<file path="src/rtl/elevator_ctrl_n.sv">
// elevator_ctrl_n: SCAN elevator controller with latched requests, timed travel and door dwell
module elevator_ctrl_n #(
   parameter int NUM_FLOORS    = 8,
   parameter int FLOOR_W       = $clog2(NUM_FLOORS),
   parameter int TRAVEL_CYCLES = 4,
   parameter int DOOR_CYCLES   = 3
) (
   input  logic                  clk,
   input  logic                  rst,
   input  logic [NUM_FLOORS-1:0] req,
   output logic [FLOOR_W-1:0]    floor,
   output logic                  dir,
   output logic                  moving,
   output logic                  door_open,
   output logic [NUM_FLOORS-1:0] pending
);
   localparam int MAX_C = TRAVEL_CYCLES > DOOR_CYCLES ? TRAVEL_CYCLES : DOOR_CYCLES;
   localparam int CNT_W = MAX_C > 1 ? $clog2(MAX_C) : 1;
   localparam logic [CNT_W-1:0] TRAVEL_LAST = CNT_W'(TRAVEL_CYCLES - 1);
   localparam logic [CNT_W-1:0] DOOR_LAST = CNT_W'(DOOR_CYCLES - 1);
   localparam logic [FLOOR_W-1:0] TOP = FLOOR_W'(NUM_FLOORS - 1);

   typedef enum logic [1:0] {IDLE, MOVING, DOOR} state_t;

   state_t                state_q, state_d;
   logic [FLOOR_W-1:0]    floor_q, floor_d, next_floor;
   logic                  dir_q, dir_d;
   logic [CNT_W-1:0]      cnt_q, cnt_d;
   logic [NUM_FLOORS-1:0] pending_q, pending_d;
   logic                  above, below, ahead, behind, here;

   // any outstanding request strictly above or below the car
   always_comb begin
      above = 1'b0;
      below = 1'b0;
      for (int i = 0; i < NUM_FLOORS; i++) begin
         if (pending_q[i] && FLOOR_W'(i) > floor_q) above = 1'b1;
         if (pending_q[i] && FLOOR_W'(i) < floor_q) below = 1'b1;
      end
   end

   assign ahead      = dir_q ? above : below;
   assign behind     = dir_q ? below : above;
   assign here       = pending_q[floor_q];
   assign next_floor = dir_q ? (floor_q == TOP ? floor_q : floor_q + 1'b1)
                             : (floor_q == '0  ? floor_q : floor_q - 1'b1);

   // next state: SCAN decisions, floor stepping, door hold and request clearing
   always_comb begin
      state_d   = state_q;
      floor_d   = floor_q;
      dir_d     = dir_q;
      cnt_d     = cnt_q + 1'b1;
      pending_d = pending_q | req;
      case (state_q)
         IDLE: begin
            cnt_d = '0;
            if (here) begin
               state_d            = DOOR;
               pending_d[floor_q] = 1'b0;
            end else if (ahead || behind) begin
               state_d = MOVING;
               dir_d   = ahead ? dir_q : ~dir_q;
            end
         end
         MOVING: if (cnt_q == TRAVEL_LAST) begin
            floor_d = next_floor;
            cnt_d   = '0;
            if (pending_q[next_floor]) begin
               state_d               = DOOR;
               pending_d[next_floor] = 1'b0;
            end
         end
         DOOR: if (req[floor_q]) begin
            cnt_d              = '0;
            pending_d[floor_q] = 1'b0;
         end else if (cnt_q == DOOR_LAST) begin
            cnt_d   = '0;
            state_d = (ahead || behind) ? MOVING : IDLE;
            dir_d   = (ahead || !behind) ? dir_q : ~dir_q;
         end
         default: state_d = IDLE;
      endcase
   end

   // state registers, cleared immediately by the active-low reset
   always_ff @(posedge clk or negedge rst) begin
      if (!rst) begin
         state_q   <= IDLE;
         floor_q   <= '0;
         dir_q     <= 1'b1;
         cnt_q     <= '0;
         pending_q <= '0;
      end else begin
         state_q   <= state_d;
         floor_q   <= floor_d;
         dir_q     <= dir_d;
         cnt_q     <= cnt_d;
         pending_q <= pending_d;
      end
   end

   // the car must never be asked to step past either end of the shaft
   always_ff @(posedge clk) begin
      if (rst && state_q == MOVING && cnt_q == TRAVEL_LAST)
         assert (dir_q ? floor_q != TOP : floor_q != '0);
   end

   assign floor     = floor_q;
   assign dir       = dir_q;
   assign moving    = state_q == MOVING;
   assign door_open = state_q == DOOR;
   assign pending   = pending_q;
endmodule
</file>
<file path="config.mk">
export PLATFORM = sky130hd
export DESIGN_NAME = elevator_ctrl_n
export DESIGN_NICKNAME = d
export VERILOG_FILES = /design/src/rtl/elevator_ctrl_n.sv
export SDC_FILE = /design/constraint.sdc
export NUM_CORES = 1
export LEC_CHECK = 0
export BUFFER_PORTS_ARGS = -buffer_cell sky130_fd_sc_hd__buf_2
export CORE_ASPECT_RATIO = 1.4
export CORE_MARGIN = 3
export CORE_UTILIZATION = 61
export DETAILED_ROUTE_END_ITERATION = 7
export PLACE_DENSITY = 0.85
export SKIP_CTS_REPAIR_TIMING = 1
export SLEW_MARGIN = 20
export SYNTH_ARGS = -nofsm -noshare
export SYNTH_HDL_FRONTEND = slang
export SYNTH_SLANG_ARGS = --single-unit
</file>
<file path="constraint.sdc">
create_clock -name clk -period 5.2 [get_ports clk]
set_clock_uncertainty 0.15 [all_clocks]
set_input_delay 0.78 -clock clk [delete_from_list [all_inputs] [get_ports clk]]
set_output_delay 0.78 -clock clk [all_outputs]
set_load 0.005 [all_outputs]
</file>
==> summary.txt, run 1 <==
Outcome
  • Status: finished clean

Floorplan
  • Die X: 49.0 µm
  • Die H: roughly 66 µm
  • Core footprint: 2440 µm²
  • # IOs: 24
  • Die Area: 3250 µm²
  • FP Rows: 21
  • Initial Utilization: 0.647

Critical path
  • WP buf/inv: 1
  • R2R Setup Slk: 1920 ps
  • Delay-heaviest family, CP: flip-flops
  • Startpoint class of the critical path: flip-flop
  • Setup crit end kind: flip-flop
  • Reg2Reg Depth: 8
  • FF-to-FF Start: floor[0]
  • Worst path required time: around 5200 ps
  • Slowest stage cell, crit path: dfrtp_1
  • Slowest stage delay, CP: 830 ps
  • Reg2reg end: pending[3]
  • Setup CP Type: flip-flop to flip-flop
  • WP data arrival: 3330 ps
  • Crit-path cells: inv_1, ha_1, nand2b_4, o21a_1, xnor2_2, nor3b_1, a31oi_1, o32a_2
  • Critical Path Fanout Max: 22

STA
  • Worst-margin pin slew: 921 ps
  • Hold Violations, Final: 0
  • Setup TNS: 0 ps
  • Fin crit share: 0.631
  • Unrepaired setup endpoints after global routing: false
  • Relative slew slack: 0.386
  • Fmax achieved: 305 MHz
  • Final Setup Violations: 0
  • Crit path time final: approximately 3300 ps
  • Max-slew violation count: 0

Layout
  • N_diodes: 0
  • # fillers: 194
  • Most frequent cells in the layout: 23 x buf_2, 17 x nand2_1, 15 x dfrtp_1
  • Register Area: 402 µm²
  • Fin nets: 208
  • Commonest non-fill, non-tap cell in the layout: buf_2
  • Final core occ: 0.692
  • Layout cell share with drive strength beyond 1: 0.271
  • Footprint of the multi-input gates: approximately 1100 µm²
  • Area growth syn-to-layout: 6.88%

Power
  • Worst vdd ir: 0.341 mV
  • P_leak: 0.000778 µW
  • Pwr Density: 682 nW/µm²

Drt
  • Vias after detailed routing: 1517
  • DRC Markers: 0
  • DRT Pass-1 Iters: 4
  • DR vias/cell: 6.83
  • WL final: 4140 µm
  • Antenna-violating nets left: 0
  • Initial DRC Count: 55
  • Routed wire per std cell: around 19 µm

Logic synthesis
  • Seq/Total Area, Yosys: 0.254
  • Ys Warns: 0
  • Top_reg_cell synth: dfrtp_1
  • Synthesized area per cell: 9.04 µm²
  • Mapped Area: 1580 µm²
  • Post-synthesis cell type count: between 50 and 60
  • Syn Nets: 194
  • FF+latch count, synth: 16
  • Ys async rst share: 1.00
  • Syn Inst Count: 175
  • EDFF count, synth: 0

Clocking
  • CTS Buf Count: 3
  • Clk root buf: clkbuf_4
  • Worst-Skew Late Latency: around 300 ps
  • Sink Count: 16
  • CTS tree: yes
  • Depth of the CTS H-tree: 1
  • Clock slew at reported path FFs: 100 ps
  • Clk buf depth: 2

Global routing
  • Global-route wire length before repair: 6930 µm
  • Initial antenna violation count: 0
  • Vias in the first global route: 1481
  • GRT Overall Usage: 0.276
  • Largest net degree at the start of global routing: 30
  • GRT Residual Overflow: 0

Run
  • Max-cap viol count: 0

Hold path
  • Worst Hold Class: input port to asynchronous set/reset pin

Place
  • Post-DP HPWL: slightly above 3000 µm
  • GP Congestion: 0.913
  • Buffers added on ports: 23
worst max path at each step:
| stage | from | to | slack, ps | depth (start not counted) |
|---|---|---|---|---|
| finish | floor[0] | pending[3] | 1920 | 8 |
| global route | floor[0] | pending[7] | 1620 | 8 |
| CTS | floor[0] | pending[0] | 1940 | 7 |
| detailed placement | floor[0] | pending[1] | 1950 | 7 |
| global placement | floor[0] | pending[3] | 2080 | 8 |
| floorplan | floor[0] | pending[3] | 2630 | 11 |
cells in the mapped netlist, types with 2 or more instances:
cell type	number	area, µm²
a21o_1	3	22.5
a21oi_1	10	50.1
a221o_1	2	20.0
a221oi_1	2	17.5
a222oi_1	2	20.0
a31oi_1	9	56.3
and3_1	3	18.8
buf_2	2	10.0
buf_4	4	30.0
buf_6	2	22.5
clkbuf_1	5	18.8
dfrtp_1	15	375
ha_1	9	113
inv_1	9	33.8
mux2_2	2	22.5
mux2i_1	8	80.1
nand2_1	17	63.8
nand2b_1	3	18.8
nand3_1	5	25.0
nor2_1	5	18.8
nor2b_1	3	18.8
nor3_1	3	15.0
nor3b_1	2	15.0
nor4b_2	2	30.0
o2111ai_1	2	17.5
o21ai_0	7	35.0
o22ai_1	2	12.5
o32a_2	7	78.8
routing by layer:
layer / vias to the layer above / track usage / part of all wire
li1: 695 / - / -
met3: 19 / 0.0226 / 0.051
met5: - / 0 / 0
met4: 0 / 0.196 / 0.044
met2: 68 / 0.474 / 0.51
met1: 735 / 0.323 / 0.39
power breakdown:
group | internal [µW] | switching (µW)
clock network | 42.8 | 44.6
logic | 345 | 367
registers | 181 | 172
total | 569 | 584
cells by family after synthesis:
kind of cell | count (synthesis) | share of synthesized area
compound gates | 64 | 0.331
simple gates | 50 | 0.178
buf+inv | 23 | 0.0752
flops | 16 | 0.254
mux | 11 | 0.0744
fa+ha+maj | 9 | 0.0712
xor+xnor | 2 | 0.0158
final cells by class:
type	count	area share
Clock buffer	4	0.0215
Inverter	9	0.0200
Multi-Input combinational cell	136	0.628
Sequential cell	16	0.238
Tap cell	34	0.0252
Timing Repair Buffer	23	0.0681
per-stage QoR:
step / instance area, µm² / instances / hold slack, ps / worst slack [ps] / power (µW)
floorplan: 1580 / 175 / 334 / 2630 / 886
global placement: 1650 / 218 / 432 / 2080 / 1020
detailed placement: 1650 / 218 / 444 / 1950 / 1050
CTS: 1690 / 222 / 257 / 1940 / 1140
global route: 1690 / 222 / 245 / 1620 / 1250
finish: 1690 / 222 / 230 / 1920 / 1150
state kept, by name, summed over array words and instances, names as in the netlist:
signal   count
state_q      2
pending      8
floor        3
cnt_q        2
dir          1
Note: power is estimated with default switching activity, not from simulation.
==> inputs of run 2 (changes only) <==
--- a/config.mk
+++ b/config.mk
@@ -5,12 +5,13 @@
 export SDC_FILE = /design/constraint.sdc
 export NUM_CORES = 1
 export LEC_CHECK = 0
+export ABC_AREA = 1
 export BUFFER_PORTS_ARGS = -buffer_cell sky130_fd_sc_hd__buf_2
 export CORE_ASPECT_RATIO = 1.4
 export CORE_MARGIN = 3
-export CORE_UTILIZATION = 61
+export CORE_UTILIZATION = 58
 export DETAILED_ROUTE_END_ITERATION = 7
-export PLACE_DENSITY = 0.85
+export PLACE_DENSITY = 0.81
 export SKIP_CTS_REPAIR_TIMING = 1
 export SLEW_MARGIN = 20
 export SYNTH_ARGS = -nofsm -noshare
==> constraint.sdc (replaced) <==
create_clock -name clk -period 3.4 [get_ports clk]
set_clock_uncertainty 0.15 [all_clocks]
set_input_delay 0.51 -clock clk [delete_from_list [all_inputs] [get_ports clk]]
set_output_delay 0.51 -clock clk [all_outputs]
set_load 0.005 [all_outputs]
==> summary.txt, run 2 <==
Outcome
  • Status: finished clean

Hold path
  • Hold worst-path end: pending[4]
  • Worst Hold Class: input port to flip-flop
  • Hold Crit Depth: 3
  • Hold path startpoint: req[4]

Logic synthesis
  • Ys Warns: 0 (unchanged)
  • Ys async rst share: 1.00 (unchanged)
  • Top_reg_cell synth: dfrtp_1
  • Count leader, synth: nand2_1
  • Post-synthesis cell type count: 29 (-50%)
  • Commonest cells in the netlist: 84 x nand2_1, 34 x nor2_1, 22 x inv_1
  • Top-area cell type share of the netlist area: 0.222 (-0.0153)
  • EDFF count, synth: 0 (unchanged)
  • Seq/Total Area, Yosys: 0.238 (-0.0164)
  • FF+latch count, synth: 16 (unchanged)
  • Syn Inst Count: 274 (+57%)
  • Synthesized area per cell: 6.17 µm² (-32%)
  • Top post-synthesis cells by area: dfrtp_1 22%, nand2_1 19%, nor2_1 7.5%
  • Mapped Area: 1690 µm² (+6.9%)
  • Syn Nets: 293 (+51%)
  • Post-synth top area cell: dfrtp_1

Global routing
  • Vias in the first global route: 1760 (+19%)
  • Largest net degree at the start of global routing: 17 (-43%)
  • Global-route wire length before repair: 8080 µm (+17%)
  • GRT Residual Overflow: 0 (unchanged)
  • Initial antenna violation count: 0 (unchanged)
  • GRT Overall Usage: 0.291 (+0.0146)

Layout
  • Number of flip-flops under the largest register name: 8 (unchanged)
  • Fin nets: 316 (+52%)
  • Layout cell share with drive strength beyond 1: 0.203 (-0.0686)
  • Most frequent cells in the layout: 84 x nand2_1, 34 x nor2_1, 23 x buf_2
  • Final Non-Filler Cells: 332 (+50%)
  • N_diodes: 0 (unchanged)
  • Area growth syn-to-layout: 9.99%
  • Commonest non-fill, non-tap cell in the layout: nand2_1

Floorplan
  • Die H: 69.9 µm (+5.5%)
  • Core footprint: 2700 µm² (+10%)
  • FP Rows: 22 (+4.8%)
  • Initial Utilization: 0.627 (-0.0206)
  • # IOs: 24 (unchanged)
  • Die Area: 3610 µm² (+11%)
  • Die X: 51.6 µm (+5.3%)

STA
  • Worst-margin pin slew: 490 ps (-431 ps)
  • Max-slew violation count: 0 (unchanged)
  • Fmax achieved: 380 MHz (+25%)
  • Setup TNS: 0 ps (unchanged)
  • Worst setup margin: 771 ps (-1140 ps)
  • Crit path time final: 2630 ps (-655 ps)
  • Worst hold margin: 319 ps (+88.6 ps)
  • Final Setup Violations: 0 (unchanged)
  • Hold Violations, Final: 0 (unchanged)
  • Relative slew slack: 0.672 (+0.286)
  • Unrepaired setup endpoints after global routing: false
  • Fin crit share: 0.773 (+0.142)

Place
  • Setup WS pre-CTS: 810 ps (-1140 ps)
  • Placed cell count: 327 (+50%)
  • GP Congestion: 0.932 (+2.1%)
  • Post-DP HPWL: 3780 µm (+25%)
  • Buffers added on ports: 23 (unchanged)

Clocking
  • CTS tree: yes
  • CTS Buf Count: 3 (unchanged)
  • Clk root buf: clkbuf_4
  • Worst-Skew Late Latency: 310 ps (about the same)
  • Sink Count: 16 (unchanged)
  • Clock slew at reported path FFs: 110 ps (about the same)
  • Depth of the CTS H-tree: 1 (unchanged)
  • Clk buf depth: 2 (unchanged)

Critical path
  • Reg2Reg Depth: 14 (+6)
  • WP data arrival: 2680 ps (-650 ps)
  • Worst path required time: 3450 ps (-1790 ps)
  • Reg2reg end: pending[6]
  • R2R Setup Slk: 770 ps (-1140 ps)
  • FF-to-FF Start: floor[0]
  • Startpoint class of the critical path: flip-flop
  • Setup CP Type: flip-flop to flip-flop
  • Critical Path Fanout Max: 15 (-32%)
  • Setup crit end kind: flip-flop

Drt
  • DRT Pass-1 Iters: 4 (unchanged)
  • Antenna-violating nets left: 0 (unchanged)
  • DRC Markers: 0 (unchanged)
  • Initial DRC Count: 66 (+20%)
  • DR vias/cell: 5.77 (-16%)
  • Routed wire per std cell: 14.5 µm (-22%)
  • Vias after detailed routing: 1914 (+26%)
  • WL final: 4820 µm (+16%)

Power
  • Pwr Density: 961 nW/µm² (+41%)
  • Tot Pwr: 1790 µW (+55%)
  • P_leak: 0.000980 µW (+26%)
  • Worst vdd ir: 0.508 mV (+49%)

Run
  • Max-cap viol count: 0 (unchanged)
[run 2: where the power goes]
| part | total, µW | switching [µW] | leakage (µW) | internal, µW |
|---|---|---|---|---|
| Sequential | 402 | 136 | 0.000181 | 266 |
| Clock | 139 | 73.3 | 0.0000210 | 65.5 |
| Combinational | 1250 | 822 | 0.000778 | 424 |
| Total | 1790 | 1030 | 0.000980 | 755 |
[run 2: metrics by stage]
| step | util | area (µm²) |
|---|---|---|
| after floorplan | - | 1690 |
| after global placement | 0.672 | 1810 |
| after detailed placement | 0.672 | 1810 |
| after CTS | 0.686 | 1850 |
| after global routing | 0.689 | 1860 |
| final | 0.689 | 1860 |
[run 2: layer usage]
metal,vias up,part of all wire,global-route usage
met5,-,0,0
met4,0,0.036,0.122
met3,15,0.075,0.0533
met2,74,0.47,0.467
met1,893,0.42,0.374
li1,932,-,-
[run 2: worst max path at each step]
stage,from,to,cells past startpoint
3_3_place_gp,floor[0],pending[5],14
2_1_floorplan,floor[1],pending[6],15
4_1_cts,floor[0],pending[5],14
3_5_place_dp,floor[0],pending[5],14
5_1_grt,floor[0],pending[7],14
6_report,floor[0],pending[6],14
[run 2: critical path, stage by stage (launching register included)]
cell	delay (ps)
dfrtp_1	630
inv_2	220
ha_1	290
nand2_2	90
nand2_2	80
nand2_2	70
nand2_1	60
nand2_2	190
nand2_1	70
nand2_1	70
nor2_1	50
nor2_2	240
nand3_2	130
o21ai_1	90
a21oi_1	70
[run 2: cell families after synthesis]
group	count (synthesis)	synth area share
adders and majority gates	9	0.0666
and+or+nand+nor	165	0.446
DFF	16	0.238
AOI/OAI and AO/OA	44	0.150
buffers and inverters	40	0.0999
[run 2: layout make-up]
| type | count | area (µm²) |
|---|---|---|
| Multi-Input combinational cell | 218 | 1120 |
| Fill cell | 269 | 838 |
| Sequential cell | 16 | 402 |
| Timing Repair Buffer | 25 | 133 |
| Inverter | 33 | 124 |
| Tap cell | 36 | 45.0 |
| Clock buffer | 4 | 36.3 |
